==> src/rtl/audio_ctrl_pkg.sv <==
// Shared types for the audio record/playback sequencer: state encoding,
// the registered control-output bundle and default sizing.
package audio_ctrl_pkg;

  localparam int DEF_CNT_W      = 24;
  localparam int DEF_DEB_CYCLES = 1_000_000;

  typedef enum logic [2:0] {
    ST_IDLE      = 3'd0,
    ST_REC_LOAD  = 3'd1,
    ST_RECORD    = 3'd2,
    ST_PLAY_LOAD = 3'd3,
    ST_PLAY      = 3'd4
  } state_t;

  typedef struct packed {
    logic record_start;
    logic wr_load;
    logic rd_load;
    logic play_en;
  } ctrl_t;

  // Control outputs are a pure function of the state being entered.
  function automatic ctrl_t decode_ctrl(input state_t st);
    ctrl_t c;
    c = '0;
    case (st)
      ST_REC_LOAD:  c.wr_load      = 1'b1;
      ST_RECORD:    c.record_start = 1'b1;
      ST_PLAY_LOAD: c.rd_load      = 1'b1;
      ST_PLAY:      c.play_en      = 1'b1;
      default:      c = '0;
    endcase
    return c;
  endfunction

endpackage

==> src/rtl/key_debounce.sv <==
// Active-low push-button conditioner: 2-flop synchronizer, stability
// counter, and a one-cycle pulse on each debounced press (falling edge).
module key_debounce
  import audio_ctrl_pkg::*;
#(
  parameter int DEB_CYCLES = DEF_DEB_CYCLES
) (
  input  logic i_clk,
  input  logic i_rst,
  input  logic i_key_n,
  output logic o_press
);

  localparam int            CW   = (DEB_CYCLES > 1) ? $clog2(DEB_CYCLES + 1) : 1;
  localparam logic [CW-1:0] LAST = CW'(DEB_CYCLES - 1);

  logic          r_s1;
  logic          r_s2;
  logic          r_stable;
  logic [CW-1:0] r_cnt;
  logic          r_press;

  always_ff @(posedge i_clk or posedge i_rst) begin
    if (i_rst) begin
      r_s1     <= 1'b1;
      r_s2     <= 1'b1;
      r_stable <= 1'b1;
      r_cnt    <= '0;
      r_press  <= 1'b0;
    end else begin
      r_s1    <= i_key_n;
      r_s2    <= r_s1;
      r_press <= 1'b0;
      // Any bounce back to the accepted level restarts the stability window.
      if (r_s2 == r_stable) begin
        r_cnt <= '0;
      end else if (r_cnt == LAST) begin
        r_cnt    <= '0;
        r_stable <= r_s2;
        r_press  <= ~r_s2;
      end else begin
        r_cnt <= r_cnt + CW'(1);
      end
    end
  end

  assign o_press = r_press;

endmodule

==> src/rtl/audio_seq_ctrl.sv <==
// Record/playback sequencer for the WM8731 path. Define AUDIO_LOOP_PLAY_EN
// to make playback repeat until a key aborts it; otherwise it is single-shot.
module audio_seq_ctrl
  import audio_ctrl_pkg::*;
#(
  parameter int DEB_CYCLES  = DEF_DEB_CYCLES,
  parameter int LOAD_CYCLES = 16,
  parameter int MAX_SAMPLES = 4_194_304,
  parameter int CNT_W       = DEF_CNT_W
) (
  input  logic             clock_50m,
  input  logic             rst,
  input  logic             key_rec,
  input  logic             key_play,
  input  logic             voice_write_done,
  input  logic             wav_wren,
  input  logic             wav_rden,
  output logic             record_start,
  output logic             wr_load,
  output logic             rd_load,
  output logic             play_en,
  output logic [2:0]       state_o,
  output logic [CNT_W-1:0] rec_len
);

  localparam int               LW        = (LOAD_CYCLES > 1) ? $clog2(LOAD_CYCLES + 1) : 1;
  localparam logic [LW-1:0]    LOAD_LAST = LW'(LOAD_CYCLES - 1);
  localparam logic [CNT_W-1:0] MAX_CNT   = CNT_W'(MAX_SAMPLES);

  logic w_rec_evt;
  logic w_play_evt;

  key_debounce #(.DEB_CYCLES(DEB_CYCLES)) u_deb_rec (
    .i_clk   (clock_50m),
    .i_rst   (rst),
    .i_key_n (key_rec),
    .o_press (w_rec_evt)
  );

  key_debounce #(.DEB_CYCLES(DEB_CYCLES)) u_deb_play (
    .i_clk   (clock_50m),
    .i_rst   (rst),
    .i_key_n (key_play),
    .o_press (w_play_evt)
  );

  state_t           r_state;
  ctrl_t            r_ctrl;
  logic [LW-1:0]    r_load_cnt;
  logic [CNT_W-1:0] r_cnt;
  logic [CNT_W-1:0] r_rec_len;
  logic             r_vwd_d;

  logic             w_strobe;
  logic [CNT_W-1:0] w_cnt_next;
  logic             w_vwd_rise;

  // Strobes only count in the active phases; the count saturates at the limit.
  assign w_strobe   = ((r_state == ST_RECORD) && wav_wren) ||
                      ((r_state == ST_PLAY)   && wav_rden);
  assign w_cnt_next = (w_strobe && (r_cnt != MAX_CNT)) ? r_cnt + CNT_W'(1) : r_cnt;
  assign w_vwd_rise = voice_write_done & ~r_vwd_d;

  always_ff @(posedge clock_50m or posedge rst) begin
    if (rst) begin
      r_state    <= ST_IDLE;
      r_ctrl     <= '0;
      r_load_cnt <= '0;
      r_cnt      <= '0;
      r_rec_len  <= '0;
      r_vwd_d    <= 1'b0;
    end else begin
      r_vwd_d <= voice_write_done;
      case (r_state)
        ST_IDLE: begin
          if (w_rec_evt) begin
            r_state    <= ST_REC_LOAD;
            r_ctrl     <= decode_ctrl(ST_REC_LOAD);
            r_load_cnt <= LOAD_LAST;
            r_cnt      <= '0;
          end else if (w_play_evt && (r_rec_len != '0)) begin
            r_state    <= ST_PLAY_LOAD;
            r_ctrl     <= decode_ctrl(ST_PLAY_LOAD);
            r_load_cnt <= LOAD_LAST;
            r_cnt      <= '0;
          end
        end
        ST_REC_LOAD: begin
          r_cnt <= '0;
          if (r_load_cnt == '0) begin
            r_state <= ST_RECORD;
            r_ctrl  <= decode_ctrl(ST_RECORD);
          end else begin
            r_load_cnt <= r_load_cnt - LW'(1);
          end
        end
        ST_RECORD: begin
          r_cnt <= w_cnt_next;
          // A strobe coincident with the stop condition is part of the take.
          if (w_vwd_rise || (w_cnt_next == MAX_CNT) || w_rec_evt) begin
            r_rec_len <= w_cnt_next;
            r_state   <= ST_IDLE;
            r_ctrl    <= decode_ctrl(ST_IDLE);
          end
        end
        ST_PLAY_LOAD: begin
          r_cnt <= '0;
          if (w_rec_evt) begin
            r_state    <= ST_REC_LOAD;
            r_ctrl     <= decode_ctrl(ST_REC_LOAD);
            r_load_cnt <= LOAD_LAST;
          end else if (r_load_cnt == '0) begin
            r_state <= ST_PLAY;
            r_ctrl  <= decode_ctrl(ST_PLAY);
          end else begin
            r_load_cnt <= r_load_cnt - LW'(1);
          end
        end
        ST_PLAY: begin
          r_cnt <= w_cnt_next;
          if (w_rec_evt) begin
            r_state    <= ST_REC_LOAD;
            r_ctrl     <= decode_ctrl(ST_REC_LOAD);
            r_load_cnt <= LOAD_LAST;
            r_cnt      <= '0;
          end else if (w_play_evt) begin
            r_state <= ST_IDLE;
            r_ctrl  <= decode_ctrl(ST_IDLE);
          end else if (w_cnt_next >= r_rec_len) begin
`ifdef AUDIO_LOOP_PLAY_EN
            r_state    <= ST_PLAY_LOAD;
            r_ctrl     <= decode_ctrl(ST_PLAY_LOAD);
            r_load_cnt <= LOAD_LAST;
            r_cnt      <= '0;
`else
            r_state <= ST_IDLE;
            r_ctrl  <= decode_ctrl(ST_IDLE);
`endif
          end
        end
        default: begin
          r_state <= ST_IDLE;
          r_ctrl  <= '0;
        end
      endcase
    end
  end

  assign record_start = r_ctrl.record_start;
  assign wr_load      = r_ctrl.wr_load;
  assign rd_load      = r_ctrl.rd_load;
  assign play_en      = r_ctrl.play_en;
  assign state_o      = r_state;
  assign rec_len      = r_rec_len;

endmodule
==> config.mk <==
export PLATFORM = sky130hd
export DESIGN_NAME = audio_seq_ctrl
export DESIGN_NICKNAME = d
export VERILOG_FILES = /design/src/rtl/audio_ctrl_pkg.sv /design/src/rtl/key_debounce.sv /design/src/rtl/audio_seq_ctrl.sv
export SDC_FILE = /design/constraint.sdc
export NUM_CORES = 1
export LEC_CHECK = 0
export CAP_MARGIN = 20
export CORE_MARGIN = 10
export CORE_UTILIZATION = 30
export CTS_CLUSTER_DIAMETER = 150
export DETAILED_ROUTE_END_ITERATION = 6
export PLACE_DENSITY = 0.55
export SLEW_MARGIN = 20
export SYNTH_ARGS = -nofsm -noshare
export SYNTH_HDL_FRONTEND = slang
export SYNTH_SLANG_ARGS = --single-unit
==> constraint.sdc <==
create_clock -name clock_50m -period 5.49 [get_ports clock_50m]
set_clock_uncertainty 0.1 [all_clocks]
set_input_delay 1.3725 -clock clock_50m [delete_from_list [all_inputs] [get_ports clock_50m]]
set_output_delay 1.3725 -clock clock_50m [all_outputs]
set_load 0.1 [all_outputs]
# Yosys cells after proc, flatten, opt, wreduce, memory -nomap -nowiden
# Index checks and enable logic that the tools add are counted.
[op_classes]
add_sub_neg = 4
mul = 0
n_div = 0
magnitude_cmp = 1
eq_ne = 16
n_shift = 0
muxes = 39
bitwise = 6
reduce_logical = 19
[op_table]
columns = ["op", "n"]
rows = [
  ["24-bit two-way mux", 4],
  ["24-bit case mux with 4 select lines", 1],
  ["20-bit two-way mux", 4],
  ["20-bit by 1-bit adder with 20-bit output (second input constant)", 2],
  ["20-bit == test (second input constant)", 2],
  ["4-bit two-way mux", 9],
  ["3-bit two-way mux", 9],
  ["5-bit two-way mux", 5],
  ["24-bit by 1-bit adder with 24-bit output (second input constant)", 1],
  ["24-bit by 23-bit == test with 1-bit output (second input constant)", 1],
  ["24-bit >= comparator", 1],
  ["24-bit by 23-bit != test with 1-bit output (second input constant)", 1],
  ["24-bit nonzero test", 1],
  ["4-bit case mux with 5 select lines", 1],
  ["5-bit case mux with 4 select lines", 1],
  ["3-bit case mux with 5 select lines", 1],
  ["2-bit AND reduction", 4],
  ["4-bit nonzero test", 2],
  ["3-bit by 2-bit == test with 1-bit output (second input constant)", 2],
  ["3-bit by 2-bit != test with 1-bit output (second input constant)", 2],
  ["5-bit logical NOT", 1],
  ["1-bit inverter", 5],
  ["5-bit AND reduction", 1],
  ["5-bit by 1-bit subtractor with 5-bit output (second input constant)", 1],
  ["other kinds (13)", 23],
]
[totals]
ff_bits = 109
latch_bits = 0
mem_bits_rw = 0
mem_bits_ro = 0
output_inout_bits = 31
elab_cells = 104
memories = 0

# Longest topological paths before layout
# Gate-level depths: netlist of the first run.
[logic_depth]
depth_word = 10
mapped_depth = 18

# Modules after synthesis
# From an unflattened synthesis of the first run, not the netlist that was laid out.
[unflattened]
cells_unflattened = 691
hier_area_um2 = 6829.0
[modules_own_cells]
columns = ["module", "instances", "cells_each", "area_each_um2", "seq_area_each_um2"]
rows = [
  ["audio_seq_ctrl", 1, 475, 4444.3, 1501.4],
  ["key_debounce", 2, 108, 1192.4, 604.3],
]

# Worst setup path after synthesis of the first run
# Ideal clock, no wire load.
[synth_path]
kind = "input to register"
startpoint = "input wav_rden"
endpoint = "register r_ctrl (netlist bit rd_load)"
setup_time_ps = 120
t_arrival_ps = 4059
t_required_ps = 5270
path_slack_ps = 1210
stages = 13
n_path_buf = 0
cell_sequence = "nand4bb_1 a2111oi_1 xnor2_1 inv_1 ha_1 nand4_1 a211o_1 nor2_1 a21oi_1 nand4b_1 nand4_1 mux2_2 a31o_1"
[synth_between]
elab_chain_cells = 9
[synth_lines]
columns = ["element", "line", "source"]
rows = [
  ["start: declaration", "audio_seq_ctrl.sv:17", "input logic wav_rden,"],
  ["1-bit logical AND *", "audio_seq_ctrl.sv:60", "((r_state == ST_PLAY) && wav_rden);"],
  ["1-bit logical OR *", "audio_seq_ctrl.sv:59", "assign w_strobe = ((r_state == ST_RECORD) && wav_wren) ||"],
  ["1-bit logical AND *", "audio_seq_ctrl.sv:61", "assign w_cnt_next = (w_strobe && (r_cnt != MAX_CNT)) ? r_cnt + CNT_W'(1) : r_cnt;"],
  ["24-bit two-way mux *", "audio_seq_ctrl.sv:61", ""],
  ["named net w_cnt_next[10]", "audio_seq_ctrl.sv:55", "logic [CNT_W-1:0] w_cnt_next;"],
  ["parallel branches: the longest is 4 deep, another holds 24-bit >= comparator", "-", ""],
  ["5-bit AND reduction (no line) *", "-", ""],
  ["end signal: assignment", "audio_seq_ctrl.sv:103", "r_ctrl <= decode_ctrl(ST_IDLE);"],
  ["end signal: assignment", "audio_seq_ctrl.sv:110", "r_ctrl <= decode_ctrl(ST_REC_LOAD);"],
  ["end signal: assignment", "audio_seq_ctrl.sv:114", "r_ctrl <= decode_ctrl(ST_PLAY);"],
  ["end: declaration", "audio_seq_ctrl.sv:48", "ctrl_t r_ctrl;"],
]
# Mark *: on every way through the listed nets, which the timed path passes.
# A chain may end at the register's enable or synchronous reset.

# Worst setup path after layout of the first run
[layout_path]
startpoint = "input wav_wren"
endpoint = "register r_ctrl (netlist bit record_start)"
[layout_between]
elab_chain_cells = 9
[layout_lines]
columns = ["element", "line", "source"]
rows = [
  ["start: declaration", "audio_seq_ctrl.sv:16", "input logic wav_wren,"],
  ["1-bit logical AND *", "audio_seq_ctrl.sv:59", ""],
  ["1-bit logical OR *", "audio_seq_ctrl.sv:59", ""],
  ["1-bit logical AND *", "audio_seq_ctrl.sv:61", ""],
  ["24-bit two-way mux *", "audio_seq_ctrl.sv:61", ""],
  ["named net w_cnt_next[19]", "audio_seq_ctrl.sv:55", ""],
  ["parallel branches: the longest is 4 deep, another holds 24-bit >= comparator", "-", ""],
  ["5-bit AND reduction (no line) *", "-", ""],
]
# Marks and branches as above.

==> summary.md, run 1 <==
| Metric | Value |
|---|---|
| Arr. time, crit path | `slightly below 5 ns` |
| Non-filler cells, final | `approximately 1,000` |
| Vias in the first global route | `5,085` |
| Sw frac | `47.6%` |
| Mean Syn Cell Area | `9.08 sq um` |
| Clk sinks | `~110` |
| Buffers and inverters on the worst path | `2` |
| H-Tree Depth | `3` |
| Total Routing Usage GR | `between 10% and 20%` |
| Syn-to-layout area delta | `15.1%` |
| Core area | `between 20,000 and 25,000 sq um` |
| Clock root buffer master | `clkbuf_16` |
| Drc violations | `0` |
| Tmin final | `4.82 ns` |
| WHS Path Cells | `0` |
| HP Start | `u_deb_play.r_s1` |
| Rows | `53` |
| Io pins | `38` |
| Max_cap viols | `0` |
| Layout cell share with drive strength beyond 1 | `7.86%` |
| Upper clock frequency limit | `roughly 210 MHz` |
| 1st-pass router iterations | `5` |
| Cell Chain, Critical Path | `clkdlybuf4s50_1 > and4bb_1 > o211ai_2 > nor3_1 > and3_1 > xnor2_1 > inv_1 > ha_1 > and4_1 > o31ai_1 > nor2_1 > a21oi_1 > nand4b_1 > nand4_1 > mux2_2 > a31o_1` |
| Wire length per cell | `about 16 microns` |
| Critical path endpoint category | `register` |
| Initial antenna violation count | `0` |
| Chip height | `roughly 170 microns` |
| Postcts setup bufs | `0` |
| Starting Density | `a little under a third` |
| CP Class | `input pin to register` |
| Cell internal pwr | `about 0.0016 W` |
| Number of DRC markers in iteration 0 | `317` |
| Tcrit/Tclk final | `approximately 88%` |
| Final nets | `between 700 and 800` |
| Post-synth EDFFs | `0` |
| Slew @ Worst Pin | `1.02 ns` |
| R2R cell count | `15` |
| Critical R2R Capture | `record_start` |
| Die area | `27,500 sq um` |
| Post-synthesis sequential area ratio | `a little over two fifths` |
| Status | `completed` |
| RSZ-0062 raised after global routing | `false` |
| Pins Over Slew Limit | `0` |
| Worst EP required | `around 5.6 ns` |
| Kind of cell adding the most delay to the critical path | `simple AND/OR/NAND/NOR gates` |
| Hold slack | `0.258 ns` |
| Crit path max fanout | `11` |
| CTS max path bufs | `2` |
| ANT cells | `0` |
| Psw | `approximately 0.0015 W` |
| Synth Register Bits | `about 110` |
| Final setup margin | `roughly 0.67 ns` |
| Comb power frac | `between 40% and 50%` |
| Max rail drop VDD | `around 0.3 mV` |
| Reg2reg setup slack | `between 1 and 1.5 ns` |
| Placer Congestion | `roughly 0.89` |
| Antenna Nets Post-Route | `0` |
| Total CTS buffers | `9` |
| Routed wire length | `between 15,000 and 20,000 microns` |
| Slew margin rel. | `31.5%` |
| Asr flop ratio synth | `100%` |
| Hold buffers post-CTS | `0` |
| GRT overflow | `0` |
| Die Wd | `166 microns` |
| Syn_nets | `740` |
| Clock Pin Slew Worst Setup and Hold Paths | `roughly 0.08 ns` |
| Cells after DPL | `~1,000` |
| First-pass GRT wire length | `27,600 microns` |
| Seq pwr share | `between 30 and 40%` |
| PortBufs | `37` |
| CP max stage cell | `o211ai_2` |
| Leak | `roughly 3.3 nW` |
| DR vias | `slightly above 5,000` |
| Pre-CTS WS | `0.333 ns` |
| Clk pwr share | `between 20 and 25%` |
| Hold Path Sink | `u_deb_play.r_s2` |
| Setup TNS | `0 ns` |
| Clk_lat worst skew | `roughly 0.35 ns` |
| Vias per Instance | `~5.0` |
| Top FF cell, synth | `dfrtp_1` |
| Warnings, synthesis | `0` |
| Hold Path Class | `register to register` |
| Cell variety after synth | `70` |
| Cell Area, Synth | `6390 sq um` |
| Final Hold Viols | `0` |
| Crit Reg-Reg Startpoint | `r_cnt[0]` |
| PD cells | `roughly 420 nW/um^2` |
| CTS tree | `done` |
| Final setup viols | `0` |
| Final HPWL DP | `around 12,000 microns` |
| Crit path launch type | `input pin` |
| Post-CTS sizing | `0` |
| Largest net degree at the start of global routing | `a little over 70` |
| Synth Instances | `704` |
| Slowest stage delay, CP | `between 0.4 and 0.5 ns` |
==> worst max-delay path by stage <==
stage	start	endpoint	depth (start not counted)	slack (ns)
after floorplan	rst	r_cnt[0]	1	1.18
after global placement	wav_rden	record_start	14	0.42
after detailed placement	wav_wren	record_start	16	0.33
after CTS	wav_wren	record_start	16	0.71
after global routing	wav_wren	rd_load	16	0.37
final	wav_wren	record_start	16	0.67
==> metrics by stage <==
stage	instance area [sq um]	util [%]	power (W)
global placement	7050	33.5	0.00243
CTS	7360	35.0	0.00313
detailed placement	7050	33.5	0.00244
global route	7360	35.0	0.00326
finish	7360	35.0	0.00309
floorplan	6390	-	0.00208
==> layout by cell type (no fill, tap or decap), drive strengths merged, types with 3 or more instances in the layout <==
cell type / count
dfrtp: 102
nor2: 78
nand2: 64
inv: 53
o21ai: 47
clkdlybuf4s50: 37
xnor2: 29
ha: 29
nand3: 28
xor2: 28
a211oi: 26
and3: 22
nor4: 20
a21oi: 17
buf: 14
nand4: 12
clkbuf: 10
or3: 9
nor3: 9
nand2b: 8
a31o: 8
o31ai: 7
and4: 6
dfstp: 6
mux2: 5
o22ai: 5
or2: 5
o211ai: 5
nor2b: 4
a21o: 4
or4: 4
a31oi: 3
a22o: 3
a2111oi: 3
==> per-layer routing <==
layer,vias up,wire (microns),track usage [%]
li1,2550,-,-
met1,2459,7890,15.6
met2,78,7740,19.5
met3,22,648,2.74
met4,0,277,3.16
met5,-,0,0
==> layout make-up <==
class | instances | area (sq um)
tap | 275 | 344
multi-input combinational | 514 | 3330
sequential | 108 | 2710
clock buffer | 10 | 229
clock inverter | 6 | 77.6
timing repair buffer | 51 | 475
fill | 2174 | 13700
inverter | 49 | 186
==> Yosys cell counts (all sizes together), types with 2 or more instances <==
library cell | number | share of area (%)
dfrtp | 102 | 40
nor2 | 78 | 4.6
nand2 | 64 | 3.9
inv | 49 | 2.9
o21ai | 47 | 3.7
ha | 29 | 5.7
xnor2 | 29 | 4.0
nand3 | 28 | 2.2
xor2 | 28 | 3.8
a211oi | 26 | 3.1
and3 | 22 | 2.2
clkbuf | 20 | 1.2
nor4 | 20 | 2.0
a21oi | 17 | 1.3
buf | 13 | 1.4
nand4 | 12 | 1.2
nor3 | 9 | 0.96
or3 | 9 | 0.88
a31o | 8 | 1.1
nand2b | 8 | 0.78
o31ai | 7 | 0.82
and4 | 6 | 0.82
dfstp | 6 | 2.5
mux2 | 5 | 0.88
o211ai | 5 | 0.67
o22ai | 5 | 0.49
or2 | 5 | 0.49
a21o | 4 | 0.47
nor2b | 4 | 0.39
or4 | 4 | 0.59
a2111oi | 3 | 0.53
a22o | 3 | 0.41
a31oi | 3 | 0.29
a21boi | 2 | 0.23
and2 | 2 | 0.20
and4b | 2 | 0.31
and4bb | 2 | 0.45
nand4bb | 2 | 0.35
nor3b | 2 | 0.23
o2111ai | 2 | 0.37
==> logic make-up after synthesis <==
logic type	after synthesis	share of synthesized area, %
AND/OR/NAND/NOR	284	23.2
AO/OA/AOI/OAI	138	14.4
flip-flops	108	42.4
buffers and inverters	82	5.46
XOR/XNOR	57	7.81
adder cells (fa/ha/maj)	29	5.68
multiplexers	6	1.04
==> power groups by stage <==
stage	clock network, W	registers (W)	logic [W]
floorplan	0	0.00167	0.000412
global placement	0	0.00108	0.00136
detailed placement	0	0.00107	0.00136
CTS	0.000708	0.00106	0.00137
global route	0.000736	0.00108	0.00144
finish	0.000686	0.00105	0.00135
==> registers in the layout, summed over array words and instances, names as in the netlist, 3 cells and up <==
signal            cells
u_deb_rec.r_cnt      20
rec_len              24
r_load_cnt            5
r_cnt                24
u_deb_play.r_cnt     20
state_o               3
==> worst reg2reg max path: stages (launching register included) <==
cell	delay, ns
dfrtp_1	0.56
ha_1	0.42
and3_1	0.36
o2111ai_2	0.26
nor2_1	0.23
nand2_1	0.11
xnor2_1	0.28
ha_1	0.29
and4_1	0.21
o31ai_1	0.09
nor2_1	0.08
a21oi_1	0.22
nand4b_1	0.14
nand4_1	0.22
mux2_2	0.36
a31o_1	0.18
Note: power is estimated with default switching activity, not from simulation.
==> run 2, diff against run 1 <==
Settings changed: CORE_MARGIN 10 to default.
==> summary.md, run 2 (same netlist as run 1, synthesis figures left out) <==
| Metric | Value |
|---|---|
| Final HPWL DP | `12,200 microns (-1.5%)` |
| WL met3 | `791 microns (+22%)` |
| Syn-to-layout area delta | `15.2%` |
| Number of DRC markers in iteration 0 | `286 (-9.8%)` |
| Final nets | `772 (+0.39%)` |
| 1st-pass router iterations | `5 (unchanged)` |
| Max_cap viols | `0 (unchanged)` |
| Total Routing Usage GR | `16.1% (+4.2 points)` |
| Io pins | `38 (unchanged)` |
| H-Tree Depth | `3 (unchanged)` |
| Critical R2R Capture | `rd_load` |
| Leak | `3.29 nW (+0.26%)` |
| Hold Path Sink | `u_deb_play.r_s2` |
| Starting Density | `30.5% (+0.096 points)` |
| Initial antenna violation count | `0 (unchanged)` |
| Worst EP required | `5.65 ns (+0.02 ns)` |
| Commonest non-fill, non-tap cell in the layout | `dfrtp_1` |
| PD cells | `416 nW/um^2 (-0.94%)` |
| Clock Pin Slew Worst Setup and Hold Paths | `0.08 ns (about the same)` |
| Drc violations | `0 (unchanged)` |
| Critical path endpoint category | `register` |
| WHS Path Cells | `0 (unchanged)` |
| Hold Path Class | `register to register` |
| Pins Over Slew Limit | `0 (unchanged)` |
| Vias in the first global route | `4,975 (-2.2%)` |
| Final Core Density | `35.1% (+0.15 points)` |
| Crit Reg-Reg Startpoint | `r_cnt[0]` |
| PortBufs | `37 (unchanged)` |
| Total CTS buffers | `9 (unchanged)` |
| Final setup viols | `0 (unchanged)` |
| HP Start | `u_deb_play.r_s1` |
| Placer Congestion | `0.915 (+3.2%)` |
| Crit path launch type | `input pin` |
| Arr. time, crit path | `4.93 ns (-0.04 ns)` |
| Clk sinks | `108 (unchanged)` |
| Layout cell share with drive strength beyond 1 | `8.23% (+0.37 points)` |
| ANT cells | `0 (unchanged)` |
| RSZ-0062 raised after global routing | `false` |
| Die Wd | `148 microns (-11%)` |
| CP Class | `input pin to register` |
| Wire length per cell | `16.3 microns (-0.17%)` |
| Routed length on met2 | `7530 microns (-2.8%)` |
| Buffers and inverters on the worst path | `2 (unchanged)` |
| Upper clock frequency limit | `209 MHz (+1.0%)` |
| Rows | `53 (unchanged)` |
| Hold buffers post-CTS | `0 (unchanged)` |
| Reg2reg setup slack | `1.29 ns (about the same)` |
| Most frequent cells in the layout | `dfrtp_1 (102), nor2_1 (77), nand2_1 (63), inv_1 (48), o21ai_0 (46)` |
| Die area | `21,900 sq um (-21%)` |
| Kind of cell adding the most delay to the critical path | `compound AO/OA/AOI/OAI gates` |
| Cells after DPL | `1,000 (+0.30%)` |
| Vias per Instance | `5.10 (+1.1%)` |
| Postcts setup bufs | `0 (unchanged)` |
| Tcrit/Tclk final | `86.9% (-0.90 points)` |
| Largest net degree at the start of global routing | `63 (-11%)` |
| Clock root buffer master | `clkbuf_16` |
| Core area | `21,000 sq um (-0.32%)` |
| Tmin final | `4.77 ns (-0.0493 ns)` |
| Setup TNS | `0 ns (unchanged)` |
| Status | `completed` |
| Slew margin rel. | `32.5% (+0.94 points)` |
| Slew @ Worst Pin | `1.01 ns (-0.0141 ns)` |
| Routed wire length | `16,600 microns (+0.12%)` |
| Final Hold Viols | `0 (unchanged)` |
| DR vias | `5,181 (+1.4%)` |
| Antenna Nets Post-Route | `0 (unchanged)` |
| First-pass GRT wire length | `27,400 microns (-0.60%)` |
| M1 WL | `7830 microns (-0.76%)` |
| CTS max path bufs | `2 (unchanged)` |
| Post-CTS sizing | `0 (unchanged)` |
| Max rail drop VDD | `0.217 mV (-28%)` |
| GRT overflow | `0 (unchanged)` |
| Clk_lat worst skew | `0.36 ns (about the same)` |
| CTS tree | `done` |
| Cell Chain, Critical Path | `clkdlybuf4s50_1 > and4bb_1 > nor2_1 > a31oi_1 > buf_4 > xnor2_1 > ha_1 > nand2b_1 > a211oi_1 > o31ai_1 > a21oi_1 > nand4b_1 > nand4_1 > mux2_2 > a31o_1` |
| Highest routed layer | `met4` |
| CP max stage cell | `clkdlybuf4s50_1` |
| R2R cell count | `15 (unchanged)` |
| Crit path max fanout | `7 (-4)` |
| Slowest stage delay, CP | `0.47 ns (about the same)` |
| Chip height | `148 microns (-11%)` |
| Non-filler cells, final | `1,016 (+0.30%)` |
## run 2: changes by cell type in the layout (fill, tap and decap cells not counted), sizes merged
cell | before | now
buf | 14 | 17
bufinv | 1 | 0
clkinv | 0 | 1
clkinvlp | 1 | 0
inv | 53 | 54
## run 2: per-layer routing
layer,track usage (%),vias up
met5,0,-
met4,5.98,0
met3,3.73,23
met2,24.6,130
met1,22.1,2471
li1,-,2557
## run 2: stage by stage
stage	hold WS (ns)	worst slack, ns	power (W)	area, sq um
2_1_floorplan	0.245	1.18	0.00208	6390
3_3_place_gp	0.246	0.410	0.00243	7070
3_5_place_dp	0.248	0.353	0.00243	7070
4_1_cts	0.261	0.729	0.00310	7360
5_1_grt	0.263	0.458	0.00322	7360
6_report	0.260	0.716	0.00307	7360
## run 2: how the worst max path moves through the flow
stage                     endpoint  startpoint  cells past startpoint  slack [ns]
final                      rd_load    wav_wren                     15        0.72
after global routing       rd_load    wav_wren                     15        0.46
after CTS                  rd_load    wav_wren                     15        0.73
after detailed placement   rd_load    wav_wren                     15        0.35
after global placement     rd_load    wav_rden                     15        0.41
after floorplan           r_cnt[0]         rst                      1        1.18
## run 2: layout make-up
cell class / count / area (sq um)
clock buffer: 10 / 229
clock inverter: 6 / 62.6
fill: 2228 / 13600
inverter: 49 / 186
multi-input combinational: 514 / 3330
sequential: 108 / 2710
tap: 275 / 344
timing repair buffer: 54 / 498
## run 2: worst reg2reg max path, cell delays in order (launching register included)
cell and delay (ns):
dfrtp_1 0.54, ha_1 0.40, and3_1 0.34, o2111ai_2 0.25, nor2_1 0.26, nand2_1 0.13, xnor2_1 0.31, ha_1 0.29
and4_1 0.21, o31ai_1 0.10, nor2_1 0.08, a21oi_1 0.20, nand4b_1 0.13, nand4_1 0.22, mux2_2 0.36, a31o_1 0.18
## run 2: report_power, final
group | total, W | internal [W] | switching (W)
Combinational | 0.00137 | 0.000351 | 0.00102
Sequential | 0.00104 | 0.000908 | 0.000136
Clock | 0.000656 | 0.000323 | 0.000333
